`src/rtl/filter_sp_pkg.sv`:
```
// Shared types and default sizes for the filter scratchpad controller.
package filter_sp_pkg;
    typedef enum logic [1:0] {
        IDLE = 2'd0,
        LOAD = 2'd1,
        READ = 2'd2,
        DONE = 2'd3
    } state_t;

    localparam int DEF_FILTER_WIDTH = 16;
    localparam int DEF_FILTER_ROW   = 12;
endpackage

```
`src/rtl/filter_addr_cnt.sv`:
```
// Modulo-len address counter; o_wrap flags the advancing step that returns to 0.
module filter_addr_cnt
    import filter_sp_pkg::*;
#(
    parameter int AW = 4,
    parameter int LW = 4
) (
    input  logic          clk,
    input  logic          rst,
    input  logic          i_clr,
    input  logic          i_en,
    input  logic [LW-1:0] i_len,
    output logic [AW-1:0] o_cnt,
    output logic          o_wrap
);
    logic [AW-1:0] r_cnt;

    assign o_cnt  = r_cnt;
    assign o_wrap = i_en && (LW'(r_cnt) == i_len - LW'(1));

    always_ff @(posedge clk) begin
        if (rst || i_clr) begin
            r_cnt <= '0;
        end else if (i_en) begin
            r_cnt <= o_wrap ? '0 : r_cnt + AW'(1);
        end
    end
endmodule

```
`src/rtl/filter_sp_ctrl.sv`:
```
// Loads a filter into an external scratchpad, then replays it num_passes times
// on a valid/ready stream; a resident filter can be replayed without reloading.
module filter_sp_ctrl
    import filter_sp_pkg::*;
#(
    parameter int FILTER_WIDTH = DEF_FILTER_WIDTH,
    parameter int FILTER_ROW   = DEF_FILTER_ROW,
    localparam int AW = $clog2(FILTER_ROW),
    localparam int LW = $clog2(FILTER_ROW + 1)
) (
    input  logic                    clk,
    input  logic                    rst,
    input  logic                    start,
    input  logic                    reuse,
    input  logic [LW-1:0]           filter_len,
    input  logic [7:0]              num_passes,
    input  logic                    in_valid,
    input  logic [FILTER_WIDTH-1:0] in_data,
    output logic                    in_ready,
    output logic                    out_valid,
    output logic [FILTER_WIDTH-1:0] out_data,
    output logic                    out_last,
    input  logic                    out_ready,
    output logic [FILTER_WIDTH-1:0] sp_din,
    output logic [AW-1:0]           sp_waddr,
    output logic [AW-1:0]           sp_raddr,
    output logic                    sp_wen,
    output logic                    sp_ren,
    output logic                    sp_chip_en,
    input  logic [FILTER_WIDTH-1:0] sp_dout,
    output logic                    busy,
    output logic                    done,
    output logic                    err
);
    state_t        r_state, w_next;
    logic [LW-1:0] r_len;
    logic [7:0]    r_passes, r_pass_cnt;
    logic          r_resident, r_rd_done, r_out_valid, r_out_last, r_err;
    logic          w_len_ok, w_accept, w_reject, w_wen, w_ren;
    logic          w_wr_wrap, w_rd_wrap, w_final_rd;
    logic [AW-1:0] w_wcnt, w_rcnt;

    assign w_len_ok = (filter_len != '0) && (filter_len <= LW'(FILTER_ROW));
    assign w_accept = (r_state == IDLE) && start && w_len_ok && (!reuse || r_resident);
    assign w_reject = (r_state == IDLE) && start && !(w_len_ok && (!reuse || r_resident));

    assign w_wen = (r_state == LOAD) && in_valid;
    // A read is issued only when the output register is free or being drained.
    assign w_ren = (r_state == READ) && !r_rd_done && (!r_out_valid || out_ready);
    assign w_final_rd = w_rd_wrap && (r_pass_cnt == r_passes - 8'd1);

    filter_addr_cnt #(.AW(AW), .LW(LW)) u_wr_cnt (
        .clk(clk), .rst(rst), .i_clr(w_accept), .i_en(w_wen),
        .i_len(r_len), .o_cnt(w_wcnt), .o_wrap(w_wr_wrap)
    );

    filter_addr_cnt #(.AW(AW), .LW(LW)) u_rd_cnt (
        .clk(clk), .rst(rst), .i_clr(w_accept), .i_en(w_ren),
        .i_len(r_len), .o_cnt(w_rcnt), .o_wrap(w_rd_wrap)
    );

    always_ff @(posedge clk) begin
        if (rst) begin
            r_state     <= IDLE;
            r_len       <= '0;
            r_passes    <= '0;
            r_pass_cnt  <= '0;
            r_resident  <= 1'b0;
            r_rd_done   <= 1'b0;
            r_out_valid <= 1'b0;
            r_out_last  <= 1'b0;
            r_err       <= 1'b0;
        end else begin
            r_state <= w_next;
            r_err   <= w_reject;
            if (w_accept) begin
                r_len      <= filter_len;
                r_passes   <= (num_passes == 8'd0) ? 8'd1 : num_passes;
                r_pass_cnt <= '0;
                r_rd_done  <= 1'b0;
                if (!reuse) r_resident <= 1'b0;
            end
            if (w_wr_wrap) r_resident <= 1'b1;
            if (w_rd_wrap) r_pass_cnt <= r_pass_cnt + 8'd1;
            if (w_final_rd) r_rd_done <= 1'b1;
            if (w_ren) begin
                r_out_valid <= 1'b1;
                r_out_last  <= w_final_rd;
            end else if (out_ready) begin
                r_out_valid <= 1'b0;
                r_out_last  <= 1'b0;
            end
        end
    end

    always_comb begin
        w_next     = r_state;
        in_ready   = 1'b0;
        sp_chip_en = 1'b0;
        busy       = 1'b1;
        done       = 1'b0;
        case (r_state)
            IDLE: begin
                busy = 1'b0;
                if (w_accept) w_next = reuse ? READ : LOAD;
            end
            LOAD: begin
                in_ready   = 1'b1;
                sp_chip_en = 1'b1;
                if (w_wr_wrap) w_next = READ;
            end
            READ: begin
                sp_chip_en = 1'b1;
                if (r_out_valid && out_ready && r_out_last) w_next = DONE;
            end
            DONE: begin
                done   = 1'b1;
                w_next = IDLE;
            end
            default: w_next = IDLE;
        endcase
    end

    // Address and data buses are zero whenever their strobe is idle.
    assign sp_wen    = w_wen;
    assign sp_ren    = w_ren;
    assign sp_din    = w_wen ? in_data : '0;
    assign sp_waddr  = w_wen ? w_wcnt : '0;
    assign sp_raddr  = w_ren ? w_rcnt : '0;
    assign out_valid = r_out_valid;
    assign out_last  = r_out_last;
    assign out_data  = r_out_valid ? sp_dout : '0;
    assign err       = r_err;
endmodule

```
`config.mk`:
```
export PLATFORM = sky130hd
export DESIGN_NAME = filter_sp_ctrl
export DESIGN_NICKNAME = d
export VERILOG_FILES = /design/src/rtl/filter_sp_pkg.sv /design/src/rtl/filter_addr_cnt.sv /design/src/rtl/filter_sp_ctrl.sv
export SDC_FILE = /design/constraint.sdc
export NUM_CORES = 1
export LEC_CHECK = 0
export BUFFER_PORTS_ARGS = -buffer_cell sky130_fd_sc_hd__buf_2
export CORE_ASPECT_RATIO = 2
export CORE_UTILIZATION = 35
export DETAILED_ROUTE_END_ITERATION = 6
export HOLD_SLACK_MARGIN = 0.05
export PLACE_DENSITY = 0.65
export RECOVER_POWER = 25
export SKIP_CTS_REPAIR_TIMING = 1
export SLEW_MARGIN = 20
export SYNTH_ARGS = -nofsm -noshare
export SYNTH_HDL_FRONTEND = slang
export SYNTH_SLANG_ARGS = --single-unit
```
`constraint.sdc`:
```
create_clock -name clk -period 5.7 [get_ports clk]
set_clock_uncertainty 0.2 [all_clocks]
set_input_delay 0.285 -clock clk [delete_from_list [all_inputs] [get_ports clk]]
set_output_delay 0.285 -clock clk [all_outputs]
set_load 0.05 [all_outputs]
```
Word-level counts from Yosys, hierarchy flattened
Cells that the tools add are included.
{"block": "op_classes", "n_div": 0, "mul": 0, "n_reduce_logical": 31, "muxes": 26, "shift": 0, "add_sub_neg": 5, "n_lt_le_gt_ge": 1, "n_bitwise": 0, "eq_ne": 10}
{"op": "$mux 16", "n": 2}
{"op": "$mux 8", "n": 3}
{"op": "$mux 4", "n": 4}
{"op": "$logic_and 1x1->1", "n": 14}
{"op": "$mux 1", "n": 12}
{"op": "$add 4x1->4 const B", "n": 2}
{"op": "$add 8x1->8 const B", "n": 1}
{"op": "$eq 4x4->1", "n": 2}
{"op": "$eq 8x8->1", "n": 1}
{"op": "$logic_not 8->1", "n": 1}
{"op": "$mux 2", "n": 4}
{"op": "$ne 2x1->1 const B", "n": 4}
{"op": "$pmux 2 s4", "n": 1}
{"op": "$reduce_bool 2->1", "n": 4}
{"op": "$sub 8x1->8 const B", "n": 1}
{"op": "$eq 2x2->1 const B", "n": 2}
{"op": "$le 4x4->1 const B", "n": 1}
{"op": "$logic_not 1->1", "n": 4}
{"op": "$reduce_bool 4->1", "n": 1}
{"op": "$sub 4x1->4 const B", "n": 1}
{"op": "$logic_or 1x1->1", "n": 3}
{"op": "$reduce_and 3->1", "n": 1}
{"op": "$eq 2x1->1 const B", "n": 1}
{"op": "$logic_not 2->1", "n": 1}
{"op": "2 further kinds", "n": 2}
{"block": "totals", "output_inout_bits": 49, "n_memories": 0, "rom_bits": 0, "register_bits": 35, "latchBits": 0, "word_cells": 84, "in_bits": 50, "ramBits": 0}

Longest topological paths before layout
Gate-level depths: netlist of the first run.
{"block": "logic_depth", "depth_word": 6, "depth_mapped": 9, "ltp_nobuf": 9}

By module
Synthesis of the first run repeated with hierarchy kept, for this count alone.
{"block": "hier_totals", "cells_unflattened": 283, "area_unflattened_um2": 2338.5}
{"mod": "filter_sp_ctrl", "cells_per_inst": 223, "area_per_inst_um2": 1785.5, "n_inst": 1}
{"mod": "filter_addr_cnt", "cells_per_inst": 30, "area_per_inst_um2": 276.5, "n_inst": 2}

Least setup slack after synthesis of the first run
Ideal clock, no wire load.
{"block": "synth_path", "path_kind": "reg2reg", "start": "reg r_state[0]", "end": "reg u_rd_cnt.r_cnt[3] (netlist: u_rd_cnt.o_cnt[3])", "period_less_slack_ns": 2.643, "arrival_time_ns": 2.365, "path_stages_with_launch": 10, "setup_slack_ns": 3.057, "cell_sequence": "dfxtp_1 -> inv_1 -> ha_1 -> or2b_1 -> nand2b_1 -> inv_1 -> and2_1 -> nand3_1 -> xor2_1 -> nor3_1"}
{"block": "synth_between", "elab_chain_cells": 5, "word_cells_on_any_way": 10}
{"element": "start, declared", "line_no": "filter_sp_ctrl.sv:35", "source": "state_t r_state, w_next;"}
{"element": "start signal, assigned", "line_no": "filter_sp_ctrl.sv:74", "source": "r_state <= w_next;"}
{"element": "$eq 2x2->1 *", "line_no": "filter_sp_ctrl.sv:49", "source": "assign w_ren = (r_state == READ) && !r_rd_done && (!r_out_valid || out_ready);"}
{"element": "$logic_and 1x1->1 * (2 in a row)", "line_no": "filter_sp_ctrl.sv:49"}
{"element": "net sp_ren", "line_no": "filter_sp_ctrl.sv:28", "source": "output logic sp_ren,"}
{"element": "$logic_and 1x1->1", "line_no": "filter_addr_cnt.sv:19", "source": "assign o_wrap = i_en && (LW'(r_cnt) == i_len - LW'(1));"}
{"element": "$mux 4", "line_no": "filter_addr_cnt.sv:25", "source": "r_cnt <= o_wrap ? '0 : r_cnt + AW'(1);"}
{"element": "end signal, assigned", "line_no": "filter_addr_cnt.sv:25"}
{"element": "end, declared", "line_no": "filter_addr_cnt.sv:16", "source": "logic [AW-1:0] r_cnt;"}
Mark *: on every way through the listed nets, which the timed path passes. The rest lies on a longest branch.
A chain may end at the register's enable or synchronous reset.

Final worst setup path of the first run
{"block": "layout_path", "start": "reg r_state[0]", "end": "reg r_pass_cnt[6]"}
{"block": "layout_between", "elab_chain_cells": 5, "word_cells_on_any_way": 10}
{"element": "$eq 2x2->1 or $logic_not 2->1 (tied branches)", "line_no": "filter_sp_ctrl.sv:49, filter_sp_ctrl.sv:44"}
{"element": "$logic_and 1x1->1, on equally long branches (2 in a row)", "line_no": "filter_sp_ctrl.sv:49, filter_sp_ctrl.sv:44"}
{"element": "$logic_and 1x1->1, on equally long branches", "line_no": "filter_addr_cnt.sv:19, filter_sp_ctrl.sv:44"}
{"element": "$mux 8 or $reduce_bool 2->1 (tied branches)"}
{"element": "end signal, assigned", "line_no": "filter_sp_ctrl.sv:84", "source": "if (w_rd_wrap) r_pass_cnt <= r_pass_cnt + 8'd1;"}
{"element": "end, declared", "line_no": "filter_sp_ctrl.sv:37", "source": "logic [7:0] r_passes, r_pass_cnt;"}
Parallel ways exist; a longest one is shown, timed or not.

==> results.yml, run 1 <==
pwr:
  p_leak_nw: 1.34
  p_per_area_nw_per_um2: 363
  vdd_drop_max_mv: 0.225
final_layout:
  num-nets-final: 442
  fillers: 667
  drive_gt1_frac: 0.235
  antenna_cells: 0
  final_core_util: 0.481
  syn_to_final_growth_pct: 30.9
  seq_area_um2: 701
  multiInputGateArea_um2: 1430
global_routing:
  antenna_found_initial: 0
  grt_pass1_wl_mm: 10.1
  grt_overflow: 0
  grt_usage: 0.195
  grt_max_degree: 30
  grt_pass1_vias: 2216
worst_hold_path:
  hold_depth: 3
  holdCritStartpoint: "num_passes[4]"
  min_to: "r_passes[4]"
  hold_path_class: "primary input to flip-flop"
yosys:
  ys.flop_type: "dfxtp_1"
  synth_compound_area_frac: 0.134
  synth_fp_nets: 352
  synthAdderAreaFrac: 0.0558
  yosys_register_bits: 35
  synth_cell_types: 41
  synthSimpleGateAreaFrac: 0.338
  synth-xor-area-share: 0.102
  syn-mean-instance-area_um2: 7.68
  synth_seq_area_share: 0.313
  synthMuxAreaShare: 0.00893
  async_reset_ff_frac: 0
  synth-edff-count: 0
  syn_inst: 292
  ys_warn_count: 0
  synth.cell_area_um2: 2240
  synth_top_family_by_area: "simple AND/OR/NAND/NOR gates"
place:
  gp_congestion: 0.838
  hpwl_mm: 4.96
  io_buffers: 98
sta:
  finalMaxSlewViolations: 0
  rsz0062_at_grt: "no"
  setup_viol: 0
  max_slew_margin: 0.545
  fmax_mhz: 371
  worstMarginPinSlew_ns: 0.680
  min_period_ns: 2.70
  hold_violations: 0
  finalSetupTns_ns: 0
  fin_crit_sh: 0.473
setup_path:
  reg2reg_to: "r_pass_cnt[6]"
  cp-end-kind: "flip-flop"
  rrSetupSlack_ns: 3.00
  crit_start: "r_state[0]"
  cp_max_fo: 8
  r2r_start: "r_state[0]"
  criticalPathCategory: "flip-flop to flip-flop"
  cp-start-kind: "flip-flop"
  worstPathRequired_ns: 5.65
  cp.arrival_ns: 2.65
  rr_worst_depth: 9
floorplan:
  initial_core_util: 0.367
  die_width_um: 58.6
  io_pins: 99
  die_area_um2: 6750
  rows: 40
  die_y_um: 115
  design.core.area_um2: 6110
flow_run:
  cap_violations: 0
clock_network:
  cts-buffers-inserted: 5
  clk_root_buffer_cell: "clkbuf_16"
  clk_latency_ns: 0.28
  clk_pin_slew_ns: 0.06
  cts_tree: "yes"
  h-tree-depth: 2
  clock-sinks: 35
  clockBufferDepth: 2
drt:
  routed_wl_mm: 6.37
  wl_per_cell_um: 13.6
  route.detailed.drc: 0
  via_per_inst: 5.04
  antenna_left: 0
  drtIter0Drc: 54
  dr.pass1.iters: 4
  via_count: 2352
status:
  status: "completed"
per-layer routing:
| metal | vias up | part of all wire | global-route usage |
|---|---|---|---|
| li1 | 1183 | - | - |
| met4 | 0 | 0.029 | 0.103 |
| met2 | 80 | 0.56 | 0.379 |
| met1 | 1073 | 0.36 | 0.185 |
| met3 | 16 | 0.047 | 0.0371 |
| met5 | - | 0 | 0 |
layout make-up:
type                       count  area share
multi-input combinational    228       0.488
sequential                    35       0.239
timing repair buffer          99       0.162
clock buffer                   6      0.0473
tap                           84      0.0358
inverter                      13      0.0166
clock inverter                 2      0.0119
cells in the final DEF (no fill, tap or decap), types with 7 or more instances in the layout:
cell / netlist / layout
clkbuf_1: 15 / 19
buf_2: 1 / 79
and3_1: 24 / 24
nand2_1: 34 / 34
nor3_1: 8 / 8
ha_1: 10 / 10
inv_1: 13 / 13
nor2_1: 15 / 15
and2_1: 22 / 22
nand3_1: 7 / 7
a21oi_1: 29 / 29
xnor2_1: 20 / 20
dfxtp_1: 35 / 35
per-stage QoR:
stage          hold WS, ns  instances  worst slack (ns)  power (mW)  instance area [µm²]
2_1_floorplan        0.211        292              3.06       0.652                 2240
3_3_place_gp         0.252        459              3.06       0.747                 2780
3_5_place_dp         0.253        459              3.03       0.752                 2780
4_1_cts             0.0469        467              3.00        1.08                 2960
5_1_grt             0.0500        467              2.77        1.11                 2930
6_report            0.0464        467              3.00        1.07                 2930
power breakdown:
part / internal (mW) / total, mW / switching [mW]
registers: 0.266 / 0.300 / 0.0337
clock network: 0.217 / 0.324 / 0.107
logic: 0.130 / 0.441 / 0.311
registers in the layout, indices dropped and copies added, names as in the netlist, 2 cells and up:
name            flops
r_len               4
r_pass_cnt          8
r_passes            8
r_state             2
u_rd_cnt.o_cnt      4
u_wr_cnt.o_cnt      4
how the worst max path moves through the flow:
stage,to,cells past startpoint
6_report,r_pass_cnt[6],9
5_1_grt,r_pass_cnt[7],9
4_1_cts,r_pass_cnt[6],9
3_5_place_dp,r_pass_cnt[6],9
3_3_place_gp,r_pass_cnt[7],9
2_1_floorplan,u_rd_cnt.o_cnt[3],9
cells in the mapped netlist (2+ instances only):
| cell type | count | area share |
|---|---|---|
| ha_1 | 10 | 0.056 |
| nor4_1 | 6 | 0.017 |
| clkbuf_1 | 15 | 0.025 |
| xnor2_1 | 20 | 0.078 |
| dfxtp_1 | 35 | 0.31 |
| a211oi_1 | 4 | 0.013 |
| o21ai_1 | 3 | 0.0067 |
| inv_1 | 13 | 0.022 |
| o21ai_0 | 6 | 0.013 |
| or3_1 | 2 | 0.0056 |
| nor3b_1 | 2 | 0.0067 |
| nand2b_1 | 4 | 0.011 |
| nor2_1 | 15 | 0.025 |
| nand3b_1 | 5 | 0.017 |
| a21oi_1 | 29 | 0.065 |
| xor2_1 | 6 | 0.023 |
| and2_1 | 22 | 0.061 |
| nand2_1 | 34 | 0.057 |
| mux2i_1 | 2 | 0.0089 |
| nand3_1 | 7 | 0.016 |
| or4_1 | 2 | 0.0067 |
| and3_1 | 24 | 0.067 |
| nor3_1 | 8 | 0.018 |
worst max-delay path: stages, from the launching register on:
cell and delay, ns:
dfxtp_1 0.32, inv_1 0.12, ha_1 0.20, or2b_1 0.24, nand2b_1 0.25, nor4_1 0.56, buf_4 0.26, nor2_1 0.12
o21ai_0 0.21, a21oi_1 0.08
cell families (layout without fill, tap and decap cells):
family	count (synthesis)	after routing
compound gates	52	52
xor+xnor	26	26
fa+ha+maj	10	10
buf+inv	29	120
flops	35	35
mux	2	2
simple gates	138	138
(Power assumes the default switching activity.)
==> run 2, diff against run 1 <==
PLACE_DENSITY = 0.68   (was 0.65)
clock period = 2.4 ns   (was 5.7 ns; I/O delays follow)
==> results.yml, run 2 (synthesis gave the netlist of run 1 again) <==
sta:
  max_slew_margin: 0.595
  setup_slack_ns: 0.111
  hold-worst-slack_ns: -0.0134
  fin_crit_sh: 0.954
  setup_viol: 0
  finalSetupTns_ns: 0
  rsz0062_at_grt: "no"
  worstMarginPinSlew_ns: 0.610
  finalMaxSlewViolations: 0
  fmax_mhz: 437
  hold_violations: 1
  min_period_ns: 2.29
final_layout:
  seq_area_um2: 701
  fillers: 614
  mostFrequentLayoutCells: "buf_2 (78), dfxtp_1 (35), nand2_1 (34)"
  num-nets-final: 472
  drive_gt1_frac: 0.271
  syn_to_final_growth_pct: 43.6
  stdcell_count: 497
  antenna_cells: 0
  layout_commonest_cell: "buf_2"
  reg.largest.list: "r_pass_cnt: 8 flops, r_passes: 8 flops"
  multiInputGateArea_um2: 1460
drt:
  antenna_left: 0
  via_per_inst: 4.98
  drtIter0Drc: 84
  via_count: 2473
  dr.pass1.iters: 4
  route.detailed.drc: 0
  routed_wl_mm: 6.54
  wl_per_cell_um: 13.2
pwr:
  p_leak_nw: 1.48
  power_mw: 2.61
  vdd_drop_max_mv: 0.390
  p_per_area_nw_per_um2: 810
clock_network:
  clock-sinks: 35
  h-tree-depth: 2
  clk_latency_ns: 0.28
  clk_pin_slew_ns: 0.06
  cts_tree: "yes"
  clk_root_buffer_cell: "clkbuf_16"
  clockBufferDepth: 2
  cts-buffers-inserted: 5
floorplan:
  die_y_um: 115
  design.core.area_um2: 6110
  rows: 40
  io_pins: 99
  die_area_um2: 6750
  die_width_um: 58.6
  initial_core_util: 0.367
place:
  hpwl_mm: 5.07
  gp_congestion: 0.874
  io_buffers: 98
  pre_cts_ws_ns: 0.0119
  dp.cells: 475
setup_path:
  criticalPathCategory: "flip-flop to flip-flop"
  cp_max_fo: 8
  cp-start-kind: "flip-flop"
  worstPathRequired_ns: 2.42
  rr_worst_depth: 7
  cp.arrival_ns: 2.31
  cp-end-kind: "flip-flop"
global_routing:
  antenna_found_initial: 0
  grt_pass1_vias: 2364
  grt_overflow: 0
  grt_pass1_wl_mm: 10.3
  grt_usage: 0.198
  grt_max_degree: 23
status:
  status: "finished with violations"
  failed_checks: "hold timing"
worst_hold_path:
  hold_depth: 3
  hold_path_class: "primary input to flip-flop"
flow_run:
  cap_violations: 0
## run 2: worst max-delay path, stage by stage, from the launching register on
cell      delay, ns
dfxtp_1        0.30
inv_1          0.07
ha_1           0.16
or2b_1         0.24
nand2b_4       0.16
or4_4          0.59
or3_1          0.36
a21oi_1        0.14
## run 2: cell type report
cell class | count | area share
timing repair buffer | 129 | 0.228
clock inverter | 3 | 0.0136
sequential | 35 | 0.218
inverter | 13 | 0.0163
clock buffer | 5 | 0.0389
tap | 84 | 0.0326
multi-input combinational | 228 | 0.453
## run 2: final timing paths
kind	slack, ns	endpoint	start
setup reg to reg	0.11	r_pass_cnt[6]	r_state[0]
hold / removal	-0.01	r_passes[0]	num_passes[0]
hold reg to reg	0.28	r_rd_done	r_rd_done
setup / recovery	0.11	r_pass_cnt[6]	r_state[0]
## run 2: stage by stage
| step | utilization | cell area [µm²] |
|---|---|---|
| final | 0.527 | 3220 |
| after global routing | 0.527 | 3220 |
| after CTS | 0.505 | 3090 |
| after detailed placement | 0.478 | 2920 |
| after global placement | 0.478 | 2920 |
| after floorplan | - | 2250 |
## run 2: per-layer routing
layer	share of wire	vias to the layer above	GRT usage	wire, µm
li1	-	1244	-	-
met1	0.35	1141	0.190	2310
met2	0.58	74	0.396	3780
met3	0.046	14	0.0304	299
met4	0.023	0	0.0857	152
met5	0	-	0	0
## run 2: report_power, final
group          internal [mW]  total (mW)  leakage [nW]  switching, mW
registers              0.632       0.682         0.284         0.0503
logic                  0.396        1.19          1.12          0.791
clock network          0.489       0.741        0.0838          0.251
total                   1.52        2.61          1.48           1.09
==> run 3, diff against run 2 <==
PLACE_DENSITY = 0.65   (was 0.68)
clock period = 2.7 ns   (was 2.4 ns; I/O delays follow)
==> results.yml, run 3 (synthesis gave the netlist of run 1 again) <==
status:
  status: "completed"
floorplan:
  die_area_um2: 6750
  die_width_um: 58.6
  io_pins: 99
  initial_core_util: 0.367
  design.core.area_um2: 6110
  rows: 40
  die_y_um: 115
final_layout:
  syn_to_final_growth_pct: 37.9
  reg.largest.list: "r_pass_cnt: 8 flops, r_passes: 8 flops"
  drive_gt1_frac: 0.238
  fillers: 646
  mostFrequentLayoutCells: "buf_2 (78), dfxtp_1 (35), nand2_1 (34)"
  antenna_cells: 0
  num-nets-final: 463
  layout_commonest_cell: "buf_2"
place:
  gp_congestion: 0.831
  hpwl_mm: 5.09
  io_buffers: 98
pwr:
  power_mw: 2.14
  vdd_drop_max_mv: 0.391
  p_per_area_nw_per_um2: 693
  p_leak_nw: 1.42
setup_path:
  crit_family: "simple AND/OR/NAND/NOR gates"
  rr_worst_depth: 10
  cp-start-kind: "primary input"
  cp.arrival_ns: 2.46
  crit_start: "filter_len[3]"
  r2r_start: "r_state[0]"
  cp_max_fo: 12
  cp_slowest_cell: "dlygate4sd3_1"
  criticalPathCategory: "primary input to flip-flop"
  path_cells: "dlygate4sd3_1 > buf_2 > nor4_1 > a221oi_1 > and3_1 > buf_4 > nor2_1 > o21ai_0 > a21oi_1"
  cp-end-kind: "flip-flop"
  crit_buf_inv: 3
  crit_path_max_incr_delay_ns: 0.53
  worstPathRequired_ns: 2.71
  rrSetupSlack_ns: 0.25
  reg2reg_to: "r_pass_cnt[7]"
worst_hold_path:
  holdCritStartpoint: "reuse"
  hold_depth: 4
  hold_path_class: "primary input to flip-flop"
  min_to: "r_state[0]"
global_routing:
  grt_pass1_vias: 2335
  grt_usage: 0.199
  grt_overflow: 0
  grt_max_degree: 30
  antenna_found_initial: 0
  grt_pass1_wl_mm: 10.3
clock_network:
  clk_pin_slew_ns: 0.06
  cts_tree: "yes"
  cts-buffers-inserted: 5
  clockBufferDepth: 2
  clock-sinks: 35
  h-tree-depth: 2
  clk_root_buffer_cell: "clkbuf_16"
  clk_latency_ns: 0.28
drt:
  route.detailed.drc: 0
  via_count: 2469
  drtIter0Drc: 113
  dr.pass1.iters: 4
  antenna_left: 0
  via_per_inst: 5.06
  routed_wl_mm: 6.61
  wl_per_cell_um: 13.5
sta:
  min_period_ns: 2.46
  hold_violations: 0
  max_slew_margin: 0.586
  rsz0062_at_grt: "no"
  fin_crit_sh: 0.909
  finalMaxSlewViolations: 0
  setup_viol: 0
  fmax_mhz: 407
  finalSetupTns_ns: 0
  worstMarginPinSlew_ns: 0.624
flow_run:
  cap_violations: 0
run 3: cell count changes in the layout (fill, tap and decap cells not counted), sizes merged:
cell,before,now
buf,95,86
clkinvlp,1,0
bufinv,1,0
clkinv,2,3
inv,12,13
run 3: cell type report:
cell class                      instances  area, µm²  area share
Clock buffer                            5        125      0.0405
Clock inverter                          3       15.0     0.00486
Inverter                               13       48.8      0.0158
Multi-Input combinational cell        228       1430       0.463
Sequential cell                        35        701       0.227
Tap cell                               84        105      0.0340
Timing Repair Buffer                  120        666       0.215
run 3: worst max path at each step:
stage / slack (ns) / depth (start not counted) / end
6_report: 0.24 / 9 / r_pass_cnt[7]
2_1_floorplan: 0.06 / 9 / u_rd_cnt.o_cnt[3]
5_1_grt: 0.02 / 8 / r_state[1]
3_5_place_dp: 0.21 / 10 / r_pass_cnt[7]
4_1_cts: 0.20 / 10 / r_pass_cnt[7]
3_3_place_gp: 0.33 / 10 / r_pass_cnt[7]
run 3: routing by layer:
metal	track usage	wire length, µm	share of wire
met5	0	0	0
met3	0.0281	266	0.040
met2	0.395	3710	0.56
met1	0.191	2420	0.37
met4	0.0937	215	0.033
run 3: report_power, final:
group	internal (mW)	switching, mW
Clock	0.336	0.215
Sequential	0.562	0.0698
Combinational	0.300	0.659
run 3: worst register-to-register path: stages (launching register included):
cell      delay [ns]
dfxtp_1         0.32
inv_1           0.13
ha_1            0.20
or2b_1          0.24
nand2b_1        0.17
buf_4           0.17
nor4_1          0.30
buf_4           0.20
nor2_1          0.11
o21ai_0         0.20
a21oi_1         0.08
run 3: per-stage QoR:
stage	util	hold WS [ns]	std cells	setup slack, ns	area [µm²]
finish	0.506	0.0644	488	0.244	3090
global route	0.506	0.0551	488	0.0230	3090
CTS	0.485	-0.0967	472	0.196	2960
detailed placement	0.462	0.196	464	0.206	2820
global placement	0.462	0.189	464	0.327	2820
floorplan	-	0.0613	292	0.0568	2240
